File: src/rtl/lsu_mem_port_if.sv
// lsu_mem_port_if: load/store request, response and memory bus between pipeline, LSU and memory
interface lsu_mem_port_if #(parameter int DATA_W = 64);
  logic              req_valid;
  logic              req_ready;
  logic              req_we;
  logic [1:0]        req_size;
  logic              req_signed;
  logic [DATA_W-1:0] req_addr;
  logic [DATA_W-1:0] req_wdata;
  logic              resp_valid;
  logic              resp_err;
  logic [DATA_W-1:0] resp_rdata;
  logic              mem_rd_en;
  logic              mem_wr_en;
  logic [DATA_W-1:0] mem_addr;
  logic [DATA_W-1:0] mem_wr_data;
  logic [DATA_W-1:0] mem_rd_data;
  logic              mem_rd_done;
  logic              mem_wr_done;
  modport master (
    input  req_valid, req_we, req_size, req_signed, req_addr, req_wdata,
    input  mem_rd_data, mem_rd_done, mem_wr_done,
    output req_ready, resp_valid, resp_err, resp_rdata,
    output mem_rd_en, mem_wr_en, mem_addr, mem_wr_data
  );
  modport slave (
    output req_valid, req_we, req_size, req_signed, req_addr, req_wdata,
    output mem_rd_data, mem_rd_done, mem_wr_done,
    input  req_ready, resp_valid, resp_err, resp_rdata,
    input  mem_rd_en, mem_wr_en, mem_addr, mem_wr_data
  );
endinterface

File: src/rtl/lsu_mem_port.sv
// lsu_mem_port: single-outstanding load/store initiator with RMW for sub-width stores and done timeout
// Define LSU_ALIGN_CHECK_EN to reject misaligned requests with an error response and no memory access.
module lsu_mem_port #(
  parameter int DATA_W  = 64,
  parameter int TIMEOUT = 16
) (
  input logic clk,
  input logic rst,
  lsu_mem_port_if.master bus
);
  localparam int CW = $clog2(TIMEOUT + 1);
  typedef enum logic [1:0] {IDLE, RD_WAIT, RMW_RD_WAIT, WR_WAIT} state_t;
  state_t            state;
  logic [CW-1:0]     cnt;
  logic [1:0]        size_q;
  logic              sgn_q;
  logic [DATA_W-1:0] wdata_q;
  logic [DATA_W-1:0] mask;
  logic              sign_bit;
  logic [DATA_W-1:0] load_data;
  logic [DATA_W-1:0] merge_data;
  // a shift by the full width yields 0, so the dword mask wraps to all ones
  assign mask       = (DATA_W'(1) << (8 << size_q)) - DATA_W'(1);
  assign sign_bit   = |(bus.mem_rd_data & mask & ~(mask >> 1));
  assign load_data  = (bus.mem_rd_data & mask) | ((sgn_q & sign_bit) ? ~mask : '0);
  assign merge_data = (bus.mem_rd_data & ~mask) | (wdata_q & mask);
`ifdef LSU_ALIGN_CHECK_EN
  logic misaligned;
  assign misaligned = |(bus.req_addr & ((DATA_W'(1) << bus.req_size) - DATA_W'(1)));
`endif
  always_ff @(posedge clk) begin
    if (rst) begin
      state           <= IDLE;
      cnt             <= '0;
      size_q          <= '0;
      sgn_q           <= 1'b0;
      wdata_q         <= '0;
      bus.req_ready   <= 1'b1;
      bus.resp_valid  <= 1'b0;
      bus.resp_err    <= 1'b0;
      bus.resp_rdata  <= '0;
      bus.mem_rd_en   <= 1'b0;
      bus.mem_wr_en   <= 1'b0;
      bus.mem_addr    <= '0;
      bus.mem_wr_data <= '0;
    end else begin
      bus.mem_rd_en  <= 1'b0;
      bus.mem_wr_en  <= 1'b0;
      bus.resp_valid <= 1'b0;
      bus.resp_err   <= 1'b0;
      bus.resp_rdata <= '0;
      case (state)
        IDLE: begin
          if (bus.req_valid && bus.req_ready) begin
            size_q       <= bus.req_size;
            sgn_q        <= bus.req_signed;
            wdata_q      <= bus.req_wdata;
            bus.mem_addr <= bus.req_addr;
            cnt          <= '0;
`ifdef LSU_ALIGN_CHECK_EN
            if (misaligned) begin
              bus.resp_valid <= 1'b1;
              bus.resp_err   <= 1'b1;
            end else
`endif
            begin
              bus.req_ready <= 1'b0;
              if (bus.req_we && bus.req_size == 2'd3) begin
                state           <= WR_WAIT;
                bus.mem_wr_en   <= 1'b1;
                bus.mem_wr_data <= bus.req_wdata;
              end else begin
                state         <= bus.req_we ? RMW_RD_WAIT : RD_WAIT;
                bus.mem_rd_en <= 1'b1;
              end
            end
          end
        end
        default: begin
          if (state != WR_WAIT && bus.mem_rd_done) begin
            cnt <= '0;
            if (state == RMW_RD_WAIT) begin
              state           <= WR_WAIT;
              bus.mem_wr_en   <= 1'b1;
              bus.mem_wr_data <= merge_data;
            end else begin
              state          <= IDLE;
              bus.req_ready  <= 1'b1;
              bus.resp_valid <= 1'b1;
              bus.resp_rdata <= load_data;
            end
          end else if (state == WR_WAIT && bus.mem_wr_done) begin
            state          <= IDLE;
            bus.req_ready  <= 1'b1;
            bus.resp_valid <= 1'b1;
          end else if (cnt == CW'(TIMEOUT - 1)) begin
            state          <= IDLE;
            bus.req_ready  <= 1'b1;
            bus.resp_valid <= 1'b1;
            bus.resp_err   <= 1'b1;
          end else begin
            cnt <= cnt + 1'b1;
          end
        end
      endcase
    end
  end
endmodule

File: src/flat_wrapper.sv
// flat-port wrapper written by rule: the top's interface ports become plain ports
module lsu_mem_port_flat 
#(
  parameter int DATA_W  = 64,
  parameter int TIMEOUT = 16
)
  (clk, rst, bus_req_valid, bus_req_we, bus_req_size, bus_req_signed, bus_req_addr, bus_req_wdata, bus_mem_rd_data, bus_mem_rd_done, bus_mem_wr_done, bus_req_ready, bus_resp_valid, bus_resp_err, bus_resp_rdata, bus_mem_rd_en, bus_mem_wr_en, bus_mem_addr, bus_mem_wr_data);
  lsu_mem_port_if #(.DATA_W(DATA_W)) bus_i ();
  input logic clk;
  input logic rst;
  input wire logic [$bits(bus_i.req_valid)-1:0] bus_req_valid;
  input wire logic [$bits(bus_i.req_we)-1:0] bus_req_we;
  input wire logic [$bits(bus_i.req_size)-1:0] bus_req_size;
  input wire logic [$bits(bus_i.req_signed)-1:0] bus_req_signed;
  input wire logic [$bits(bus_i.req_addr)-1:0] bus_req_addr;
  input wire logic [$bits(bus_i.req_wdata)-1:0] bus_req_wdata;
  input wire logic [$bits(bus_i.mem_rd_data)-1:0] bus_mem_rd_data;
  input wire logic [$bits(bus_i.mem_rd_done)-1:0] bus_mem_rd_done;
  input wire logic [$bits(bus_i.mem_wr_done)-1:0] bus_mem_wr_done;
  output wire logic [$bits(bus_i.req_ready)-1:0] bus_req_ready;
  output wire logic [$bits(bus_i.resp_valid)-1:0] bus_resp_valid;
  output wire logic [$bits(bus_i.resp_err)-1:0] bus_resp_err;
  output wire logic [$bits(bus_i.resp_rdata)-1:0] bus_resp_rdata;
  output wire logic [$bits(bus_i.mem_rd_en)-1:0] bus_mem_rd_en;
  output wire logic [$bits(bus_i.mem_wr_en)-1:0] bus_mem_wr_en;
  output wire logic [$bits(bus_i.mem_addr)-1:0] bus_mem_addr;
  output wire logic [$bits(bus_i.mem_wr_data)-1:0] bus_mem_wr_data;
  assign bus_i.req_valid = bus_req_valid;
  assign bus_i.req_we = bus_req_we;
  assign bus_i.req_size = bus_req_size;
  assign bus_i.req_signed = bus_req_signed;
  assign bus_i.req_addr = bus_req_addr;
  assign bus_i.req_wdata = bus_req_wdata;
  assign bus_i.mem_rd_data = bus_mem_rd_data;
  assign bus_i.mem_rd_done = bus_mem_rd_done;
  assign bus_i.mem_wr_done = bus_mem_wr_done;
  assign bus_req_ready = bus_i.req_ready;
  assign bus_resp_valid = bus_i.resp_valid;
  assign bus_resp_err = bus_i.resp_err;
  assign bus_resp_rdata = bus_i.resp_rdata;
  assign bus_mem_rd_en = bus_i.mem_rd_en;
  assign bus_mem_wr_en = bus_i.mem_wr_en;
  assign bus_mem_addr = bus_i.mem_addr;
  assign bus_mem_wr_data = bus_i.mem_wr_data;
  lsu_mem_port #(.DATA_W(DATA_W), .TIMEOUT(TIMEOUT)) u_core (.clk(clk), .rst(rst), .bus(bus_i));
endmodule
File: config.mk
export PLATFORM = sky130hd
export DESIGN_NAME = lsu_mem_port_flat
export DESIGN_NICKNAME = d
export VERILOG_FILES = /design/src/rtl/lsu_mem_port_if.sv /design/src/rtl/lsu_mem_port.sv /design/src/flat_wrapper.sv
export SDC_FILE = /design/constraint.sdc
export NUM_CORES = 1
export LEC_CHECK = 0
export CORE_MARGIN = 3
export CORE_UTILIZATION = 45
export CTS_CLUSTER_SIZE = 20
export DETAILED_ROUTE_END_ITERATION = 7
export DONT_BUFFER_PORTS = 1
export HOLD_SLACK_MARGIN = 0.1
export PLACE_DENSITY = 0.61
export SLEW_MARGIN = 20
export SYNTH_ARGS = -nofsm -noshare
export SYNTH_HDL_FRONTEND = slang
export SYNTH_SLANG_ARGS = --single-unit
File: constraint.sdc
create_clock -name clk -period 2.4 [get_ports clk]
set_input_delay 0.12 -clock clk [delete_from_list [all_inputs] [get_ports clk]]
set_output_delay 0.12 -clock clk [all_outputs]
set_load 0.03 [all_outputs]
==> reports/metrics.csv, run 1 <==
stage;metric;value;unit
grt;grt_pass1_vias;9948;
synth;synth_ff_type;dfxtp_1;
placement;dp_slack;268;ps
setup_path;slowest_delay;570;ps
min_path;hp-class;in2reg;
run_status;status;complete, no violations;
setup_path;cp-start-kind;register;
synth;synth_edf_count;0;
pwr;p_sw;5520;uW
synth;synth_fp_nets;1533;
setup_path;worst_r2r_endpoint;u_core.bus.mem_addr[57]$_SDFFE_PP0P_;
die;die-area;0.0253;mm^2
finish;layout.nets;1721;
clock_network;htreeDepth;1;
sta;tns;0;ps
die;core.rowCount;55;
sta;max-slew-margin-rel;0.382;
grt;antenna_found_initial;0;
placement;place_congestion;0.799;
sta;worst_slew_pin_slew;924;ps
sta;grt_setup_unrepaired;false;
grt;grt_max_degree;129;
clock_network;clk_latency;540;ps
drt;routed_wl;34400;um
synth;ys_types;46;
pwr;p_comb_frac;0.265;
clock_network;cts_tree;built;
pwr;vdd_drop_max;0.817;mV
pwr;power;15300;uW
die;start_util;0.461;
clock_network;clkTransAtPathRegs;60;ps
drt;antenna_left;0;
pwr;power_frac_seq;0.426;
flow_run;cap_violations;0;
finish;syn_to_final_growth;35.7;%
synth;synthTopCellsByArea;dfxtp_1 (52%), nand2_1 (16%), a21oi_1 (10%), a21o_1 (2.4%), nor3b_1 (2.4%);
synth;synth.top_cell.area_share;0.515;
setup_path;crit_path_max_fanout;45;
die;fp.dieW;159;um
clock_network;cts_max_path_buffers;3;
min_path;holdCritStartpoint;bus_mem_rd_data[15];
placement;dp_cells;1557;
sta;final-setup-viol-count;0;
grt;overflow;0;
setup_path;cpMaxStageDelayCell;dlygate4sd3_1;
setup_path;ff2ff_setup_slack;140;ps
synth;synth_top_cell_by_area;dfxtp_1;
synth;synth_cells;1329;
pwr;power_density;1070;mW/mm^2
clock_network;cts_made_buffers;29;
sta;worst_slack;139;ps
setup_path;worstPathArrival;2740;ps
finish;drive_above_1_share;0.0592;
setup_path;r2r-start;u_core.state[0]$_SDFFE_PP0P_;
placement;dp_hpwl;19900;um
min_path;whs_path_depth;4;
synth;avgSynthCellArea;7.92;um^2
die;core_area;0.0228;mm^2
synth;syn_area;0.0105;mm^2
grt;grt_first_pass_wirelength;53800;um
sta;post-route-min-period;2260;ps
synth;synth_warnings;0;
drt;drt_iter0_markers;690;
min_path;min_to;u_core.bus.resp_rdata[24]$_SDFF_PP0_;
die;die_h;159;um
drt;dr.pass1.iters;5;
sta;fmax;442;MHz
setup_path;worstPathRequired;2880;ps
sta;finalCritPeriodShare;0.942;
finish;fillCellCount;1909;
sta;finalHoldViolations;0;
pwr;intPower;9750;uW
clock_network;clockRootBuffer;clkbuf_16;
clock_network;cts.sinks;271;
synth;async_flop_share;0;
sta;final_max_slew_viol_count;0;
setup_path;crit_type;reg2reg;
placement;port_buffers;0;
synth;seq_area_frac_synth;0.515;
pwr;leakage;0.00568;uW
grt;grt.total_usage;0.255;
drt;drc;0;
sta;finalClockSkew;15.5;ps
setup_path;reg2reg_depth;7;
pwr;switching_share;0.362;
drt;via_per_inst;5.41;
setup_path;end_kind;register;
drt;wl_per_cell;18.6;um
pwr;clkPwrFrac;0.309;
setup_path;path_cells;nor4bb_4 -> buf_4 -> buf_12 -> buf_6 -> nand2_1 -> a21oi_1 -> dlygate4sd3_1;
synth;ys_ff_latch;271;
die;ios;398;
drt;vias;10022;
finish;stdcell_count;1851;
finish;diodes;0;
## synth_stat cells, types with 2 or more instances
cell	count
ha_1	3
nor2b_1	4
nor2_1	53
a311oi_1	8
buf_1	10
a21o_1	33
nand3_1	8
buf_4	2
nand3b_1	3
nand2_1	459
mux2i_1	16
a21oi_1	214
dfxtp_1	271
and3_1	2
o211ai_1	18
inv_1	6
buf_2	39
o22ai_1	2
and3b_1	3
nor3b_1	33
or2_1	3
clkbuf_1	57
o21ai_0	7
and2_1	10
a31oi_1	32
nand2b_1	6
a311o_1	8
## how the worst max path moves through the flow
stage / end / cells past startpoint / from
floorplan: u_core.bus.resp_rdata[21]$_SDFF_PP0_ / 9 / u_core.size_q[1]$_SDFFE_PP0P_
global placement: u_core.bus.mem_wr_data[62]$_SDFFE_PP0P_ / 4 / u_core.state[1]$_SDFFE_PP0P_
detailed placement: u_core.bus.mem_wr_data[62]$_SDFFE_PP0P_ / 4 / u_core.state[1]$_SDFFE_PP0P_
CTS: u_core.bus.mem_wr_data[8]$_SDFFE_PP0P_ / 6 / u_core.state[1]$_SDFFE_PP0P_
global route: u_core.bus.mem_addr[37]$_SDFFE_PP0P_ / 7 / u_core.state[1]$_SDFFE_PP0P_
finish: u_core.bus.mem_addr[57]$_SDFFE_PP0P_ / 7 / u_core.state[0]$_SDFFE_PP0P_
## what timing repair did
item	in CTS	in global routing
setup endpoints to repair	0	85
resized for setup	0	4
hold buffers	239	0
hold endpoints to repair	271	0
setup buffers	0	2
## power groups by stage
stage	logic (uW)	clock network [uW]	registers (uW)
2_1_floorplan	2500	0	6400
3_3_place_gp	3220	0	6590
3_5_place_dp	3280	0	6600
5_1_grt	4480	4990	6580
4_1_cts	3910	4790	6500
6_report	4050	4710	6510
## routing by layer
metal	wire, um	up-vias	track usage
li1	-	4813	-
met3	2760	80	0.0702
met1	13800	4713	0.306
met2	16600	416	0.442
met4	1160	0	0.0864
met5	0	-	0
## cell families after synthesis
logic type,after synthesis,share of synthesized area
AND/OR/NAND/NOR,590,0.234
AO/OA/AOI/OAI,332,0.184
flip-flops,271,0.515
buffers and inverters,115,0.0463
multiplexers,17,0.0163
adder cells (fa/ha/maj),3,0.00356
XOR/XNOR,1,0.000832
## cell type report
type / instances / area, um^2 / share of cell area
clock inverter: 13 / 171 / 0.0120
tap: 313 / 392 / 0.0274
multi-input combinational: 943 / 4670 / 0.327
sequential: 271 / 5430 / 0.380
clock buffer: 39 / 843 / 0.0590
timing repair buffer: 265 / 2760 / 0.193
inverter: 7 / 26.3 / 0.00184
## state kept, by name, indices dropped and copies added, names as in the netlist
signal and count:
u_core.bus.mem_addr 64, u_core.bus.mem_wr_data 64, u_core.bus.resp_rdata 64, u_core.wdata_q 64
u_core.cnt 5, u_core.size_q 2, u_core.state 2, u_core.bus.mem_rd_en 1
u_core.bus.mem_wr_en 1, u_core.bus.req_ready 1, u_core.bus.resp_err 1, u_core.bus.resp_valid 1
u_core.sgn_q 1
## stage by stage
stage | hold slack (ps) | area, um^2 | util
3_5_place_dp | 209 | 10800 | 0.473
6_report | 116 | 14300 | 0.625
4_1_cts | 103 | 14200 | 0.623
3_3_place_gp | 208 | 10800 | 0.473
2_1_floorplan | 242 | 10500 | -
5_1_grt | 140 | 14300 | 0.625
## worst max-delay path: cells and delay by family, from the launching register on
family | cells | cell delay (ps)
buffers and inverters | 4 | 1230
flip-flops | 1 | 400
AND/OR/NAND/NOR | 2 | 390
AO/OA/AOI/OAI | 1 | 140
## cells in the final DEF, fill, tap and decap left out, types with 2 or more instances in the layout
| cell | instances |
|---|---|
| clkbuf_1 | 2 |
| nand2b_1 | 6 |
| nand3_1 | 7 |
| dfxtp_1 | 268 |
| clkbuf_8 | 8 |
| ha_1 | 3 |
| nand3b_1 | 3 |
| and2_1 | 9 |
| and3_1 | 2 |
| dfxtp_2 | 3 |
| buf_4 | 13 |
| inv_1 | 6 |
| o21ai_0 | 7 |
| o211ai_1 | 18 |
| or2_1 | 2 |
| a31oi_1 | 32 |
| nand2_1 | 459 |
| nor2_1 | 52 |
| buf_6 | 2 |
| nor2b_1 | 4 |
| dlygate4sd3_1 | 238 |
| a21o_1 | 32 |
| and3b_1 | 3 |
| a311o_1 | 8 |
| a21oi_1 | 213 |
| mux2i_1 | 16 |
| buf_12 | 10 |
| a311oi_1 | 8 |
| bufinv_16 | 4 |
| o22ai_1 | 2 |
| clkbuf_16 | 30 |
| nor3b_1 | 33 |
| clkinv_2 | 7 |
Power figures use the tool's default switching activity.
==> inputs of run 2 (changes only) <==
--- a/config.mk
+++ b/config.mk
@@ -10,8 +10,8 @@
 export CTS_CLUSTER_SIZE = 20
 export DETAILED_ROUTE_END_ITERATION = 7
 export DONT_BUFFER_PORTS = 1
-export HOLD_SLACK_MARGIN = 0.1
 export PLACE_DENSITY = 0.61
+export RECOVER_POWER = 50
 export SLEW_MARGIN = 20
 export SYNTH_ARGS = -nofsm -noshare
 export SYNTH_HDL_FRONTEND = slang
==> run 2 against run 1 <==
Net effect: global-route usage up 0.17 points; sequential share of layout area rose by 0.14 points; core utilization shrank 0.23 points; die area unchanged; critical path depth stayed put; count of clock-buffer cells in the layout unchanged; clock skew rose by 1.9 ps; final cell count about the same; setup slack got worse by 18 ps; register-to-register slack got worse by 20 ps; cell area shrank 0.37%; hold slack got worse by 87 ps; critical endpoint unchanged.
==> reports/metrics.csv, run 2 (synthesis results as in run 1) <==
stage;metric;value;unit;change
run_status;status;complete, no violations;;
grt;overflow;0;;unchanged
setup_path;worstPathRequired;2880;ps;about the same
clock_network;cts_tree;built;;
pwr;intPower;9700;uW;-0.49%
die;core.rowCount;55;;unchanged
placement;dpl_cell_area;0.0108;mm^2;unchanged
clock_network;clockRootBuffer;clkbuf_16;;
placement;dp_hpwl;19900;um;unchanged
pwr;p_sw;5510;uW;-0.23%
sta;fmax;439;MHz;-0.80%
pwr;leakage;0.00565;uW;-0.50%
clock_network;cts_max_path_buffers;3;;unchanged
setup_path;end_kind;register;;
die;die_h;159;um;unchanged
sta;final-setup-viol-count;0;;unchanged
setup_path;cpMaxStageDelayCell;dlygate4sd3_1;;
grt;grt_first_pass_wirelength;54100;um;+0.59%
finish;fillCellCount;1915;;+0.31%
sta;worst_slew_pin_slew;891;ps;-33.6 ps
grt;grt.total_usage;0.257;;+0.00173
sta;finalHoldViolations;0;;unchanged
setup_path;worstPathArrival;2760;ps;+20 ps
drt;wl_per_cell;18.7;um;+0.50%
clock_network;clkTransAtPathRegs;60;ps;about the same
placement;place_congestion;0.799;;unchanged
sta;whs;28.5;ps;-87.0 ps
setup_path;slowest_delay;570;ps;about the same
sta;post-route-min-period;2280;ps;+18.3 ps
placement;dp_cells;1557;;unchanged
drt;vias;10035;;+0.13%
drt;dr.pass1.iters;5;;unchanged
finish;fin_area;0.0142;mm^2;-0.37%
clock_network;cts_made_buffers;29;;unchanged
finish;drive_above_1_share;0.0586;;-0.000612
finish;layout.nets;1720;;-0.058%
clock_network;cts.sinks;271;;unchanged
setup_path;crit_path_max_fanout;45;;unchanged
min_path;hp-class;in2reg;;
finish;layout_common_cells;nand2_1 (459), dfxtp_1 (268), dlygate4sd3_1 (237), a21oi_1 (213), nor2_1 (52);;
die;die-area;0.0253;mm^2;unchanged
pwr;vdd_drop_max;0.798;mV;-2.3%
sta;finalClockSkew;17.3;ps;+1.86 ps
pwr;p_comb_frac;0.262;;-0.003
clock_network;clk_latency;540;ps;about the same
clock_network;htreeDepth;1;;unchanged
grt;grt_max_degree;129;;unchanged
pwr;power_frac_seq;0.428;;+0.002
drt;drt_iter0_markers;688;;-0.29%
grt;antenna_found_initial;0;;unchanged
die;fp.dieW;159;um;unchanged
sta;finalCritPeriodShare;0.950;;+0.00762
flow_run;cap_violations;0;;unchanged
sta;max-slew-margin-rel;0.405;;+0.0224
drt;antenna_left;0;;unchanged
setup_path;cp_common_cell;buf_4;;
setup_path;path_cells;nor4bb_1 -> buf_4 -> buf_4 -> buf_6 -> nand2_1 -> a21oi_1 -> dlygate4sd3_1;;
finish;mostFrequentLayoutCell;nand2_1;;
finish;diodes;0;;unchanged
setup_path;critPathBufInv;4;;unchanged
finish;syn_to_final_growth;35.2;%;
drt;drc;0;;unchanged
die;core_area;0.0228;mm^2;unchanged
grt;grt_pass1_vias;9974;;+0.26%
setup_path;crit_type;reg2reg;;
pwr;clkPwrFrac;0.310;;about the same
drt;routed_wl;34500;um;+0.45%
sta;tns;0;ps;unchanged
sta;grt_setup_unrepaired;false;;
finish;stdcell_count;1850;;-0.054%
pwr;power_density;1070;mW/mm^2;about the same
die;ios;398;;unchanged
finish;fin_util;0.623;;-0.00230
setup_path;cp-start-kind;register;;
die;start_util;0.461;;unchanged
placement;port_buffers;0;;unchanged
pwr;switching_share;0.362;;+0.000582
drt;via_per_inst;5.42;;+0.18%
sta;final_max_slew_viol_count;0;;unchanged
setup_path;cp_top_family;buffers and inverters;;
## run 2: through the flow
step	worst slack (ps)	power [uW]
3_5_place_dp	268	9880
4_1_cts	21.1	15200
5_1_grt	9.88	16000
3_3_place_gp	296	9810
2_1_floorplan	238	8910
6_report	120	15200
## run 2: area by class of cell
cell class              count  area [um^2]  share of cell area
clock buffers              39          843              0.0592
clock inverters            13          171              0.0120
inverters                   7         26.3             0.00185
multi-input cells         943         4650               0.327
flip-flops and latches    271         5430               0.381
well taps                 313          392              0.0275
repair buffers            264         2720               0.191
## run 2: power groups by stage
stage | combinational, uW | clock, uW | sequential [uW]
after floorplan | 2500 | 0 | 6400
after global routing | 4420 | 4990 | 6570
final | 3990 | 4720 | 6500
after CTS | 3900 | 4790 | 6500
after detailed placement | 3280 | 0 | 6600
after global placement | 3220 | 0 | 6590
## run 2: final timing paths
| check | depth (start not counted) | endpoint | slack, ps | startpoint |
|---|---|---|---|---|
| max reg2reg | 7 | u_core.bus.mem_addr[57]$_SDFFE_PP0P_ | 120 | u_core.state[0]$_SDFFE_PP0P_ |
| min | 4 | u_core.state[0]$_SDFFE_PP0P_ | 30 | bus_mem_rd_done |
| max | 7 | u_core.bus.mem_addr[57]$_SDFFE_PP0P_ | 120 | u_core.state[0]$_SDFFE_PP0P_ |
| min reg2reg | 2 | u_core.wdata_q[58]$_SDFFE_PP0P_ | 450 | u_core.wdata_q[58]$_SDFFE_PP0P_ |
## run 2: what timing repair did
item / in CTS / in global routing
hold buffers: 238 / 0
setup endpoints to repair: 0 / 80
buffers inserted: 0 / 2
endpoints found under the hold margin: 271 / 0
gates resized for setup: 0 / 4
## run 2: tightest hold or removal path, cell delays in order
cell and delay [ps]:
and3b_1 170, nor2_1 40, o21ai_0 100, a211oi_1 80
## run 2: routing by layer
| layer | global-route usage | part of all wire | wire, um | vias up |
|---|---|---|---|---|
| li1 | - | - | - | 4809 |
| met1 | 0.306 | 0.39 | 13600 | 4710 |
| met2 | 0.448 | 0.49 | 16800 | 440 |
| met3 | 0.0747 | 0.087 | 3010 | 76 |
| met4 | 0.0820 | 0.030 | 1050 | 0 |
| met5 | 0 | 0 | 0 | - |
==> inputs of run 3 (changes only) <==
--- a/config.mk
+++ b/config.mk
@@ -10,6 +10,7 @@
 export CTS_CLUSTER_SIZE = 20
 export DETAILED_ROUTE_END_ITERATION = 7
 export DONT_BUFFER_PORTS = 1
+export GPL_TIMING_DRIVEN = 0
 export PLACE_DENSITY = 0.61
 export RECOVER_POWER = 50
 export SLEW_MARGIN = 20
==> run 3 against run 2 <==
Net effect: core utilization is 1.1 points lower; first-iteration DRC count is 5.4% lower; setup slack better by 13 ps; critical endpoint is now u_core.bus.resp_rdata[17]$_SDFF_PP0_; critical path type unchanged; clock power is 4.7% lower; sequential cell count stayed put; count of clock-buffer cells in the layout is 2 lower; non-clock buffer count grew 47; die area unchanged; combinational power is 2% lower; hold slack lost 4.5 ps; highest routed layer is now met5; cell area down 1.7%; largest power group unchanged.
==> reports/metrics.csv, run 3 (synthesis results as in run 1) <==
stage;metric;value;unit;change
clock_network;cts_tree;built;;
placement;dp_hpwl;25500;um;+29%
sta;post-route-min-period;2270;ps;-13.1 ps
die;core.rowCount;55;;unchanged
finish;diodes;0;;unchanged
setup_path;worstPathRequired;2800;ps;-80 ps
min_path;hp-class;in2reg;;
pwr;vdd_drop_max;0.606;mV;-24%
finish;fin_util;0.612;;-0.0106
pwr;intPower;9200;uW;-5.1%
setup_path;worstPathArrival;2660;ps;-100 ps
pwr;switching_share;0.384;;+0.0215
flow_run;cap_violations;0;;unchanged
sta;finalHoldViolations;0;;unchanged
pwr;power_frac_seq;0.435;;+0.007
setup_path;cp-start-kind;register;;
finish;mostFrequentLayoutCell;nand2_1;;
sta;fmax;441;MHz;+0.58%
grt;grt_pass1_vias;10231;;+2.6%
clock_network;clockRootBuffer;clkbuf_16;;
die;ios;398;;unchanged
grt;grt.total_usage;0.284;;+0.0272
pwr;p_sw;5730;uW;+4.0%
sta;max-slew-margin-rel;0.381;;-0.0237
pwr;clkPwrFrac;0.301;;-0.009
clock_network;clk_latency;540;ps;about the same
clock_network;cts_max_path_buffers;3;;unchanged
setup_path;end_kind;register;;
die;start_util;0.461;;unchanged
run_status;status;complete, no violations;;
die;fp.dieW;159;um;unchanged
drt;antenna_left;0;;unchanged
finish;layout_common_cells;nand2_1 (459), dfxtp_1 (270), a21oi_1 (213), dlygate4sd3_1 (201), clkbuf_1 (56);;
placement;place_congestion;0.814;;+1.9%
finish;fillCellCount;2042;;+6.6%
clock_network;clkTransAtPathRegs;60;ps;about the same
pwr;power_density;1070;mW/mm^2;about the same
finish;layout.nets;1767;;+2.7%
grt;overflow;0;;unchanged
grt;grt_max_degree;14;;-89%
placement;port_buffers;0;;unchanged
sta;finalCritPeriodShare;0.944;;-0.00544
pwr;p_comb_frac;0.263;;about the same
drt;wl_per_cell;19.9;um;+6.5%
sta;final-setup-viol-count;0;;unchanged
drt;routed_wl;37600;um;+9.0%
setup_path;crit_path_max_fanout;10;;-78%
sta;final_max_slew_viol_count;0;;unchanged
die;die-area;0.0253;mm^2;unchanged
drt;via_per_inst;5.40;;-0.47%
die;die_h;159;um;unchanged
grt;grt_first_pass_wirelength;58400;um;+7.9%
grt;antenna_found_initial;1;;+1
sta;finalClockSkew;7.87;ps;-9.45 ps
drt;vias;10215;;+1.8%
drt;dr.pass1.iters;5;;unchanged
sta;worst_slew_pin_slew;928;ps;+37.7 ps
pwr;leakage;0.00542;uW;-4.2%
clock_network;htreeDepth;1;;unchanged
sta;grt_setup_unrepaired;false;;
pwr;power;14900;uW;-1.8%
finish;drive_above_1_share;0.0646;;+0.00604
clock_network;cts_made_buffers;29;;unchanged
drt;drc;0;;unchanged
drt;drt_iter0_markers;651;;-5.4%
finish;syn_to_final_growth;32.9;%;
clock_network;cts.sinks;271;;unchanged
die;core_area;0.0228;mm^2;unchanged
sta;tns;0;ps;unchanged
setup_path;crit_type;reg2reg;;
run 3: cell count changes in the layout (fill, tap and decap cells not counted), moves of 8 or more:
cell and delta:
buf_4 -8, buf_2 +32, buf_12 -8, buf_1 +8, dlygate4sd3_1 -36, clkbuf_1 +54
run 3: worst max-delay path: stages, from the launching register on:
cell	delay (ps)
dfxtp_4	370
or2_1	200
buf_4	170
inv_2	70
buf_6	140
ha_4	220
o211a_1	100
a221o_1	350
nand3b_1	270
buf_6	160
a21oi_1	80
run 3: stage by stage:
stage	cells	setup slack [ps]	hold slack, ps	instance area, um^2
5_1_grt	1892	23.8	46.8	14000
3_3_place_gp	1642	-539	243	10900
6_report	1892	133	24.0	14000
2_1_floorplan	1329	238	242	10500
3_5_place_dp	1642	-540	245	10900
4_1_cts	1891	27.3	3.36	13900
run 3: final timing paths:
path                                       start                                    to  slack [ps]  cells after the start
hold reg to reg   u_core.wdata_q[2]$_SDFFE_PP0P_        u_core.wdata_q[2]$_SDFFE_PP0P_         450                      2
setup / recovery   u_core.size_q[0]$_SDFFE_PP0P_  u_core.bus.resp_rdata[17]$_SDFF_PP0_         130                     10
hold / removal                   bus_mem_rd_done          u_core.state[1]$_SDFFE_PP0P_          20                      3
setup reg to reg   u_core.size_q[0]$_SDFFE_PP0P_  u_core.bus.resp_rdata[17]$_SDFF_PP0_         130                     10
run 3: layout make-up:
cell class                 instances  area [um^2]  area share
inverter                           7         26.3     0.00188
sequential                       271         5430       0.388
multi-input combinational        943         4650       0.333
clock buffer                      37          816      0.0583
timing repair buffer             203         2030       0.145
buffer                           108          507      0.0362
tap                              313          392      0.0280
clock inverter                    10          133     0.00948
run 3: repair_timing:
item	CTS	global route
cloned	0	1
endpoints found under the hold margin	266	0
setup endpoints to repair	111	83
hold buffers	201	0
gates resized for setup	12	23
setup buffers	1	0
run 3: per-layer routing:
layer | up-vias | wire length, um | track usage
li1 | 4898 | - | -
met2 | 426 | 18200 | 0.491
met3 | 81 | 2870 | 0.0689
met1 | 4808 | 15300 | 0.350
met5 | - | 13 | 0
met4 | 2 | 1160 | 0.0911
run 3: power groups by stage:
stage / Combinational [uW] / Sequential [uW] / Clock [uW]
after floorplan: 2500 / 6400 / 0
after global placement: 3450 / 6580 / 0
after detailed placement: 3490 / 6590 / 0
after CTS: 3840 / 6500 / 4560
after global routing: 4380 / 6560 / 4770
final: 3930 / 6500 / 4500
